## src/rtl/fifo_word_serializer.sv

```systemverilog
// fifo_word_serializer
//   Pulls full-width words from the head of an upstream FIFO and replays each
//   one as N = p_word_bits/p_beat_bits narrower beats on a val/rdy stream,
//   least-significant beat first, with out_last flagging the final beat.
//
// Ports
//   clk         rising-edge clock
//   rst         asynchronous reset, active low
//   fifo_empty  upstream FIFO empty flag
//   fifo_rdata  upstream FIFO head entry (valid while fifo_empty is 0)
//   fifo_pop    removes the FIFO head at the next rising edge
//   out_val     a beat is being offered
//   out_rdy     consumer accepts the beat
//   out_msg     beat data
//   out_last    current beat is the final beat of its word
module fifo_word_serializer #(
    parameter int p_word_bits = 32,
    parameter int p_beat_bits = 8
) (
    input  logic                   clk,
    input  logic                   rst,
    input  logic                   fifo_empty,
    input  logic [p_word_bits-1:0] fifo_rdata,
    output logic                   fifo_pop,
    output logic                   out_val,
    input  logic                   out_rdy,
    output logic [p_beat_bits-1:0] out_msg,
    output logic                   out_last
);

    localparam int N     = p_word_bits / p_beat_bits;
    localparam int IDX_W = (N > 1) ? $clog2(N) : 1;
    localparam int SLOTS = 2 ** IDX_W;
    localparam logic [IDX_W-1:0] LAST_IDX = IDX_W'(N - 1);

    typedef enum logic {
        IDLE,
        SEND
    } state_t;

    // Word padded to a power-of-two number of beat slots so that any value
    // of idx_q indexes a real slot.
    typedef logic [SLOTS*p_beat_bits-1:0] padded_t;

    generate
        if (p_word_bits % p_beat_bits != 0) begin : g_width_check
            $error("fifo_word_serializer: p_word_bits must be a multiple of p_beat_bits");
        end
    endgenerate

    state_t                 state_q, state_d;
    logic [p_word_bits-1:0] word_q, word_d;
    logic [IDX_W-1:0]       idx_q, idx_d;
    logic [SLOTS-1:0][p_beat_bits-1:0] slots;

    always_ff @(posedge clk or negedge rst) begin
        if (!rst) begin
            state_q <= IDLE;
            word_q  <= '0;
            idx_q   <= '0;
        end else begin
            state_q <= state_d;
            word_q  <= word_d;
            idx_q   <= idx_d;
        end
    end

    assign slots = padded_t'(word_q);

    always_comb begin
        state_d  = state_q;
        word_d   = word_q;
        idx_d    = idx_q;
        fifo_pop = 1'b0;
        out_val  = (state_q == SEND);
        out_msg  = slots[idx_q];
        // Qualified by SEND so that with N = 1 (idx 0 == last) the flag
        // still reads 0 out of reset.
        out_last = (state_q == SEND) && (idx_q == LAST_IDX);

        unique case (state_q)
            IDLE: begin
                if (!fifo_empty) begin
                    fifo_pop = 1'b1;
                    word_d   = fifo_rdata;
                    idx_d    = '0;
                    state_d  = SEND;
                end
            end
            SEND: begin
                if (out_rdy) begin
                    if (idx_q == LAST_IDX) begin
                        // Chain straight into the next word when one is
                        // waiting so consecutive words leave no bubble.
                        if (!fifo_empty) begin
                            fifo_pop = 1'b1;
                            word_d   = fifo_rdata;
                            idx_d    = '0;
                        end else begin
                            state_d = IDLE;
                        end
                    end else begin
                        idx_d = idx_q + IDX_W'(1);
                    end
                end
            end
            default: state_d = IDLE;
        endcase
    end

endmodule

```

## config.mk

```make
export PLATFORM = sky130hd
export DESIGN_NAME = fifo_word_serializer
export DESIGN_NICKNAME = d
export VERILOG_FILES = /design/src/rtl/fifo_word_serializer.sv
export SDC_FILE = /design/constraint.sdc
export NUM_CORES = 1
export LEC_CHECK = 0
export CAP_MARGIN = 40
export CORE_AREA = 2 2 60 62
export DETAILED_ROUTE_END_ITERATION = 7
export DIE_AREA = 0 0 62 64
export PLACE_DENSITY = 0.81
export SYNTH_ARGS = -nofsm -noshare
export SYNTH_HDL_FRONTEND = slang
export SYNTH_SLANG_ARGS = --single-unit
```

## constraint.sdc

```tcl
create_clock -name clk -period 2.27 [get_ports clk]
set_input_delay 0.5675 -clock clk [delete_from_list [all_inputs] [get_ports clk]]
set_output_delay 0.5675 -clock clk [all_outputs]
set_load 0.005 [all_outputs]
```

==> flow_summary.yaml <==
run_status:
  outcome: "finished with violations"
  failed_checks: "negative setup slack"
global_routing:
  grt_pass1_wl_um: 4788
  grt_pass1_vias: 1087
  antenna_found_initial: 0
  track_usage_pct: 17.10
  grt_overflow_total: 0
  grt_max_degree: 36
placed_design:
  dp.cells: 198
  dp_hpwl_um: 2293
  placement.cell_area_mm2: 0.002156
  place_congestion: 0.6888
  io_buffers: 46
layout:
  multi_input_area_um2: 669.4
  drive_gt1_share_pct: 40.63
  final_core_util_pct: 67.20
  final_nets: 199
  seq_area_um2: 875.8
  fillerInstances: 242
  syn_to_final_growth_pct: 38.14
  antennaDiodeCount: 0
  design_area_mm2: 0.002207
  layout.cells.non_filler: 206
cts:
  cts.sinks: 35
  cts_buffers: 5
  holdBufCountCts: 0
  root_buffer: "clkbuf_4"
  cts_buffer_depth: 2
  htree_levels: 2
  clkLatencyLatePin_ns: 0.32
  clk_pin_slew_worst_paths_ns: 0.09
  cts_tree: "done"
floorplan:
  initial_core_util_pct: 48.65
  core-area_mm2: 0.003284
  num_rows: 21
  fp.dieH_um: 64
  ios: 47
  die_area_mm2: 0.003968
  dieWidth_um: 62
detailed_routing:
  routed_wl_um: 3069
  route.detailed.drc: 0
  vias_per_cell: 5.063
  drtIter0Drc: 27
  drtAntennaViolNets: 0
  wire_per_inst_um: 14.90
  vias: 1043
  drt_pass1_iterations: 4
synthesis:
  netlist_area_mm2: 0.001598
  synth_cell_type_count: 19
  synth_nets: 140
  avgSynthCellArea_um2: 15.66
  ys_ff_latch: 35
  ys_warn_count: 0
  seq_area_frac_synth_pct: 54.82
  synth_cells: 102
  synth_area_leaders: "dfrtp_1 55%, mux2_2 23%, mux4_2 11%"
  synth_largest_area_cell: "dfrtp_1"
  yosys.area.top_type_share_pct: 54.82
sta:
  holdWs_ns: 0.5096
  fmax_ghz: 0.4388
  layout_setup_ws_ns: -0.008865
  relSlewSlack_pct: 71.70
  worst_pin_slew_ns: 0.4246
  layout_min_cycle_time_ns: 2.279
  rsz0062_at_grt: "yes"
  setup_viol: 1
  finalClockSkew_ns: 0.001222
  post-route-period-util_pct: 100.4
  maxSlewViolCount: 0
  setup_tns_ns: -0.008865
  finalHoldViolations: 0
min_path:
  hold_depth: 1
  hp-class: "reg2reg"
  hold_start: "slots[20]$_DFFE_PN0P_"
  holdPathEnd: "slots[20]$_DFFE_PN0P_"
critical_path:
  cp_max_fo: 5
  cp-start-kind: "register"
  arrival_ns: 1.71
  endpoint_kind: "output pin"
  r2r_slack_ns: 0.52
  r2r-start: "idx_q[0]$_DFFE_PN0P_"
  worstRegToRegCells: 6
  r2r_end: "slots[9]$_DFFE_PN0P_"
  required_ns: 1.70
  worstSetupPathType: "reg2out"
power:
  pwr_density_cell_mw_per_mm2: 1165
  peakVddDrop_mv: 0.5572
  leakage_uw: 0.0009669
job:
  max_cap_violations: 0
layout by cell type, fill, tap and decap left out:
master	netlist	routed
nand2_1	4	4
ha_2	0	1
and2_1	1	1
ha_1	2	1
dfrtp_1	35	35
nand4b_1	1	1
a21oi_4	1	1
dlymetal6s2s_1	0	4
mux4_2	8	8
buf_4	0	9
mux2_2	32	32
clkbuf_4	0	5
clkdlybuf4s50_1	0	37
and2b_2	1	1
buf_6	3	2
clkbuf_1	0	1
inv_1	2	2
o21ai_0	2	2
nand3_1	1	1
buf_12	0	1
nor2_1	1	1
a21oi_1	3	3
clkbuf_2	1	5
nand2b_1	2	2
Yosys cell counts, drive strengths merged:
master and number:
nor2 1, and2b 1, nand3 1, inv 2, buf 5, dfrtp 35, nand4b 1, o21ai 2
mux2 32, a21oi 4, nand2b 2, mux4 8, and2 1, nand2 4, clkbuf 1, ha 2
flip-flops by register name (all words and copies together) (netlist names):
signal and cells:
slots 32, out_val 1, idx_q 2
metrics by stage:
| step | total power [µW] | setup slack, ns |
|---|---|---|
| after detailed placement | 2366 | -0.1845 |
| after CTS | 2621 | -0.1575 |
| after floorplan | 1797 | 0.5542 |
| after global routing | 2756 | -0.1218 |
| final | 2570 | -0.008865 |
| after global placement | 2306 | -0.05846 |
critical path: stages (launching register included):
cell	delay (ns)
dfrtp_1	0.40
buf_4	0.17
ha_2	0.21
and2_1	0.12
clkdlybuf4s50_1	0.49
cell type report:
class                      count  area share (%)
inverter                       2          0.3401
clock buffer                   6           1.871
timing repair buffer          58           25.17
multi-input combinational     59           30.33
sequential                    35           39.68
tap                           46           2.608
logic make-up after synthesis:
family | after synthesis | share of synthesized area [%]
multiplexers | 40 | 33.83
AO/OA/AOI/OAI | 6 | 2.584
flip-flops | 35 | 54.82
buffers and inverters | 8 | 3.445
AND/OR/NAND/NOR | 11 | 3.758
adder cells (fa/ha/maj) | 2 | 1.566
worst max path at each step:
stage	start	end	cells after the start
finish	idx_q[0]$_DFFE_PN0P_	out_last	4
global placement	out_rdy	fifo_pop	4
global route	idx_q[0]$_DFFE_PN0P_	out_last	4
CTS	idx_q[0]$_DFFE_PN0P_	out_msg[5]	3
detailed placement	out_rdy	fifo_pop	4
floorplan	idx_q[0]$_DFFE_PN0P_	out_msg[0]	2
report_power, final:
| group | total, µW | switching [µW] | internal (µW) |
|---|---|---|---|
| logic | 1200 | 389 | 814 |
| registers | 1080 | 151 | 930 |
| clock network | 287 | 177 | 110 |
| total | 2570 | 716 | 1850 |
routing by layer:
| layer | up-vias | share of wire [%] | wire length [µm] | global-route usage [%] |
|---|---|---|---|---|
| met1 | 516 | 39 | 1195 | 18.97 |
| met2 | 32 | 53 | 1623 | 28.13 |
| met5 | - | 0 | 0 | 0 |
| met4 | 0 | 2.5 | 77 | 6.117 |
| li1 | 487 | - | - | - |
| met3 | 8 | 5.6 | 172 | 7.692 |
timing repair:
item | in CTS | in global routing
buffers inserted | 1 | 1
gates resized for setup | 7 | 15
setup endpoints to repair | 10 | 9
Power figures use the tool's default switching activity.
